File: src/rtl/fifo_rd_pkg.sv
// fifo_rd_pkg: shared types and defaults for the FIFO read streamer.
// Holds the FSM state enum and default data/length widths.
package fifo_rd_pkg;

    localparam int DEF_FIFO_WIDTH = 16;
    localparam int DEF_LEN_W      = 8;

    typedef enum logic [1:0] {
        IDLE = 2'd0,
        RUN  = 2'd1,
        FIN  = 2'd2
    } state_t;

endpackage

File: src/rtl/fifo_rd_skid.sv
// fifo_rd_skid: 2-entry in-order buffer carrying a last flag per word.
// Ports: push/data_in/last_in write the tail, pop drops the head,
// head_data/head_valid/head_last expose the head, count = occupancy.
module fifo_rd_skid
    import fifo_rd_pkg::*;
#(
    parameter int W = DEF_FIFO_WIDTH
) (
    input  logic         clk,
    input  logic         rst_n,
    input  logic         push,
    input  logic [W-1:0] data_in,
    input  logic         last_in,
    input  logic         pop,
    output logic [W-1:0] head_data,
    output logic         head_valid,
    output logic         head_last,
    output logic [1:0]   count
);

    logic [W:0] e0;
    logic [W:0] e1;
    logic [1:0] cnt;
    logic       pop_ok;
    logic       push_ok;

    // A push into a full buffer is only legal when the head leaves.
    assign pop_ok  = pop && (cnt != 2'd0);
    assign push_ok = push && ((cnt != 2'd2) || pop_ok);

    always_ff @(posedge clk) begin
        if (!rst_n) begin
            e0  <= '0;
            e1  <= '0;
            cnt <= 2'd0;
        end else begin
            case ({push_ok, pop_ok})
                2'b10: begin
                    if (cnt == 2'd0) e0 <= {last_in, data_in};
                    else             e1 <= {last_in, data_in};
                    cnt <= cnt + 2'd1;
                end
                2'b01: begin
                    e0  <= e1;
                    cnt <= cnt - 2'd1;
                end
                2'b11: begin
                    if (cnt == 2'd2) begin
                        e0 <= e1;
                        e1 <= {last_in, data_in};
                    end else begin
                        e0 <= {last_in, data_in};
                    end
                end
                default: begin
                end
            endcase
        end
    end

    assign head_data  = e0[W-1:0];
    assign head_last  = e0[W];
    assign head_valid = (cnt != 2'd0);
    assign count      = cnt;

endmodule

File: src/rtl/fifo_rd_streamer.sv
// fifo_rd_streamer: drains xfer_len words from a FIFO onto a valid/ready
// stream with m_last; start/xfer_len in, busy/done/err_underflow out,
// fifo_rd_en/fifo_* to the FIFO read port, m_* to the consumer.
module fifo_rd_streamer
    import fifo_rd_pkg::*;
#(
    parameter int FIFO_WIDTH = DEF_FIFO_WIDTH,
    parameter int LEN_W      = DEF_LEN_W
) (
    input  logic                  clk,
    input  logic                  rst_n,
    input  logic                  start,
    input  logic [LEN_W-1:0]      xfer_len,
    output logic                  busy,
    output logic                  done,
    output logic                  err_underflow,
    output logic                  fifo_rd_en,
    input  logic [FIFO_WIDTH-1:0] fifo_data_out,
    input  logic                  fifo_empty,
    input  logic                  fifo_underflow,
    output logic [FIFO_WIDTH-1:0] m_data,
    output logic                  m_valid,
    input  logic                  m_ready,
    output logic                  m_last
);

    state_t           state;
    state_t           state_nx;
    logic [LEN_W-1:0] len;
    logic [LEN_W-1:0] len_m1;
    logic [LEN_W-1:0] issued;
    logic [LEN_W-1:0] delivered;
    logic             inflight;
    logic             inflight_last;
    logic [1:0]       buf_count;
    logic [2:0]       occ;
    logic             pop;
    logic             accept;
    logic             last_pop;

    assign pop    = m_valid && m_ready;
    assign accept = (state == IDLE) && start;
    assign len_m1 = len - LEN_W'(1);

    // Buffer slots already claimed after this cycle's pop; the
    // m_ready -> fifo_rd_en path keeps 1 word/cycle with only 2 slots.
    assign occ = {1'b0, buf_count} + {2'b00, inflight} - {2'b00, pop};

    assign fifo_rd_en = (state == RUN) && !fifo_empty &&
                        (issued < len) && (occ < 3'd2);

    assign last_pop = pop && m_last && (delivered == len_m1);

    assign busy = (state != IDLE);
    assign done = (state == FIN);

    always_comb begin
        state_nx = state;
        case (state)
            IDLE: begin
                if (start) state_nx = (xfer_len == '0) ? FIN : RUN;
            end
            RUN: begin
                if (last_pop) state_nx = FIN;
            end
            FIN: begin
                state_nx = IDLE;
            end
            default: begin
                state_nx = IDLE;
            end
        endcase
    end

    always_ff @(posedge clk) begin
        if (!rst_n) begin
            state         <= IDLE;
            len           <= '0;
            issued        <= '0;
            delivered     <= '0;
            inflight      <= 1'b0;
            inflight_last <= 1'b0;
            err_underflow <= 1'b0;
        end else begin
            state         <= state_nx;
            inflight      <= fifo_rd_en;
            // Tag the word while it is read so the buffer carries it.
            inflight_last <= fifo_rd_en && (issued == len_m1);
            if (accept) begin
                len           <= xfer_len;
                issued        <= '0;
                delivered     <= '0;
                err_underflow <= 1'b0;
            end else begin
                if (fifo_rd_en) issued <= issued + LEN_W'(1);
                if (pop && (delivered != len))
                    delivered <= delivered + LEN_W'(1);
                if (fifo_underflow && busy) err_underflow <= 1'b1;
            end
        end
    end

    fifo_rd_skid #(
        .W(FIFO_WIDTH)
    ) u_skid (
        .clk       (clk),
        .rst_n     (rst_n),
        .push      (inflight),
        .data_in   (fifo_data_out),
        .last_in   (inflight_last),
        .pop       (pop),
        .head_data (m_data),
        .head_valid(m_valid),
        .head_last (m_last),
        .count     (buf_count)
    );

endmodule

File: config.mk
export PLATFORM = sky130hd
export DESIGN_NAME = fifo_rd_streamer
export DESIGN_NICKNAME = d
export VERILOG_FILES = /design/src/rtl/fifo_rd_pkg.sv /design/src/rtl/fifo_rd_skid.sv /design/src/rtl/fifo_rd_streamer.sv
export SDC_FILE = /design/constraint.sdc
export NUM_CORES = 1
export LEC_CHECK = 0
export CORE_MARGIN = 2
export CORE_UTILIZATION = 45
export CTS_BUF_LIST = sky130_fd_sc_hd__clkbuf_16
export CTS_CLUSTER_DIAMETER = 30
export DETAILED_ROUTE_END_ITERATION = 6
export PLACE_DENSITY_LB_ADDON = 0.15
export SETUP_SLACK_MARGIN = 0.05
export SLEW_MARGIN = 25
export SYNTH_ARGS = -nofsm -noshare
export SYNTH_HDL_FRONTEND = slang
export SYNTH_HIERARCHICAL = 1
export SYNTH_SLANG_ARGS = --single-unit
File: constraint.sdc
create_clock -name clk -period 7.3 [get_ports clk]
set_input_delay 0.73 -clock clk [delete_from_list [all_inputs] [get_ports clk]]
set_output_delay 0.73 -clock clk [all_outputs]
set_load 0.01 [all_outputs]
==> results.toml <==
[grt]
grt_max_degree = 66
use_met1_pct = 26.0
antenna_found_initial = 0
grt_pass1_wl_um = 14100
busiest_layer = "met2"
grt-ovfl-total = 0
met2_usage_pct = 32.2
grt_use_total_pct = 19.9
grt_use_met3_pct = 3.16
grt_pass1_vias = 3009

[synth]
yosysTopAreaCellShare_pct = 34.6
synth_top_family_by_area = "simple AND/OR/NAND/NOR gates"
synth-compound-area-share_pct = 15.8
yosys-mux-area-fraction_pct = 6.15
synth_edf_count = 0
synth_fa_ha_area_share_pct = 4.52
syn_area_per_cell_um2 = 8.71
synth_xor_area_share_pct = 7.91
synth-main-ff-cell = "dfxtp_1"
yosysUniqueCellTypes = 58
synth_seq_cells = 65
yosys_warnings = 6
yosys.area.top_type = "dfxtp_1"
netlist_area_um2 = 3760
syn_inst = 432
syn-num-nets = 475
async_flop_share_pct = 0
ys_seq_area_share_pct = 34.6
yosys-top-cells-area = "dfxtp_1 (35%), nand2_1 (6.3%), mux2i_1 (5.9%)"
yosys.area_share.simple_pct = 23.6

[critical_path]
critPathKind = "reg -> out"
crit_chain = "nor2_4, inv_2, and2_1, ha_1, nor2b_1, fa_1, a2111oi_4, and2_2, clkdlybuf4s50_1"
critPathArrivalTime_ps = 3990
cp_slowest_stage_delay_ps = 590
cp_num_buf_inv = 2
worstPathRequired_ps = 6570
crit_path_end_kind = "output port"
cpMaxStageDelayCell = "dfxtp_1"
r2r_slack_ps = 3660
cp-start-kind = "flop"
cp_top_family = "simple AND/OR/NAND/NOR gates"
path_max_fanout = 25

[clocking]
cts_tree = "done"
hold_buffers = 0
root_buffer = "clkbuf_16"
cts_inserted_buffers = 9
cts_sinks = 65
cts_resized = 0
clk_path_buf_depth = 2
clk_pin_slew_ps = 50
postCtsSetupRepairBufs = 0
worst_skew_pair.late_latency_ps = 320
cts-htree-levels = 3

[sta]
fmax_mhz = 212
setup_viol = 0
post-route-period-util_pct = 64.7
finalCriticalPeriod_ps = 4720
slew_headroom_pct = 35.9
clock_skew_ps = 4.54
tns_ps = 0
finalMaxSlewViolations = 0
rsz0062_at_grt = "no"
finalHoldViolCount = 0
worst_pin_slew_ps = 956

[final_layout]
multiInputGateArea_um2 = 2180
drive_above_1_share_pct = 6.21
regArea_um2 = 1300
layout.nets = 506
fillerInstances = 775
fin_cells = 572
syn_to_final_growth_pct = 19.8
diodes = 0

[floorplanning]
die_y_um = 95.5
io_pins = 52
design.core.area_um2 = 8180
start_util_pct = 46.0
die-width_um = 95.5
num_rows = 33
dieArea_um2 = 9110

[drt]
wire_per_inst_um = 14.6
drcViolationCount = 0
dr.pass1.iters = 4
vias = 3085
wirelength_um = 8380
vias_per_cell = 5.39
drt-initial-drc-count = 93
ant_nets = 0

[placed_design]
gp_congestion = 0.922
dp_hpwl_um = 5800
numPortBuffers = 51
placedCellCount = 557

[power_and_ir_drop]
leakagePower_nw = 1.72
power_density_nw_per_um2 = 197
ir_drop_mv = 0.102

[run_status]
status = "finished, final reports clean"

[worst_hold_path]
min_path_type = "reg -> reg"

[job]
maxCapViolCount = 0
cells by family (layout without fill, tap and decap cells):
kind of cell | count (synthesis) | after routing
muxes | 23 | 23
DFF | 65 | 65
xor gates and xnor gates | 34 | 34
buffers and inverters | 60 | 95
and+or+nand+nor | 168 | 168
adders and majority gates | 13 | 13
AOI/OAI and AO/OA | 69 | 69
Yosys cell counts (10+ instances only):
master	number
and3_1	10
nor2_1	23
o211ai_1	15
nand4_1	12
mux2i_1	22
nand3b_1	14
xnor2_1	19
clkbuf_1	18
a21boi_0	13
dfxtp_1	65
o2111a_1	12
xor2_1	15
ha_1	12
nand2_1	63
inv_1	26
cell type report:
cell class                      count  area share (%)
Clock buffer                        9            4.99
Clock inverter                      6            1.11
Tap cell                          105            2.91
Timing Repair Buffer               53            11.5
Inverter                           27            2.25
Sequential cell                    65            28.8
Multi-Input combinational cell    307            48.3
state kept, by name (all words and copies together), names as in the netlist:
name,count
u_skid/e0,17
delivered,8
u_skid/count,2
state,2
inflight,1
err_underflow,1
issued,8
inflight_last,1
u_skid/e1,17
len,8
through the flow:
step | util (%) | setup WS [ps] | total power, mW | area (um^2) | hold slack [ps]
floorplan | - | 3770 | 0.451 | 3760 | 430
global placement | 51.8 | 2890 | 0.492 | 4240 | 437
detailed placement | 51.8 | 2850 | 0.493 | 4240 | 444
CTS | 55.2 | 2560 | 0.901 | 4510 | 453
global route | 55.2 | 2320 | 0.931 | 4510 | 462
finish | 55.2 | 2580 | 0.890 | 4510 | 449
worst min-delay path: stages (launching register included):
cell,delay (ps)
dfxtp_1,300
nand2_1,50
mux2i_1,50
path summary, 6_finish.rpt:
check / cells after the start / end / startpoint
worst min register to register: 2 / u_skid/e1[7]$_SDFFE_PN0P_ / u_skid/e1[7]$_SDFFE_PN0P_
worst min-delay path: 2 / u_skid/e1[7]$_SDFFE_PN0P_ / u_skid/e1[7]$_SDFFE_PN0P_
worst max register to register: 10 / issued[7]$_SDFFE_PP0P_ / u_skid/count[1]$_SDFFE_PN0P_
worst max-delay path: 9 / fifo_rd_en / u_skid/count[1]$_SDFFE_PN0P_
cell usage in the layout, fill, tap and decap left out, types with 2 or more instances in the layout:
cell type / Yosys / layout
nand2_1: 63 / 63
nand4_1: 12 / 12
nor4_1: 2 / 2
or3_1: 6 / 6
buf_4: 3 / 2
xor2_1: 15 / 15
nand3b_1: 14 / 14
xnor2_1: 19 / 19
or4_1: 2 / 2
nor2b_1: 4 / 4
a21boi_2: 2 / 2
and2_1: 4 / 4
clkinv_1: 0 / 4
o21ai_0: 5 / 5
nand2b_1: 7 / 7
o311a_1: 5 / 5
nand4b_1: 2 / 2
o211ai_1: 15 / 15
a21oi_1: 7 / 7
o2111a_1: 12 / 12
and3_1: 10 / 10
mux2i_1: 22 / 22
inv_1: 26 / 26
ha_1: 12 / 12
nor3_1: 5 / 5
a21boi_0: 13 / 13
clkbuf_16: 0 / 9
clkdlybuf4s50_1: 0 / 50
nor2_1: 23 / 23
nand3_1: 2 / 2
dfxtp_1: 65 / 65
report_power, final:
part	total [mW]	switching (mW)	internal, mW
combinational	0.111	0.0553	0.0558
sequential	0.374	0.0107	0.364
clock	0.405	0.148	0.257
total	0.890	0.214	0.676
per-layer routing:
metal / wire, um / vias to the layer above
met3: 218 / 12
met4: 161 / 0
met1: 4080 / 1455
met5: 0 / -
met2: 3910 / 51
li1: - / 1567
Note: power is estimated with default switching activity, not from simulation.
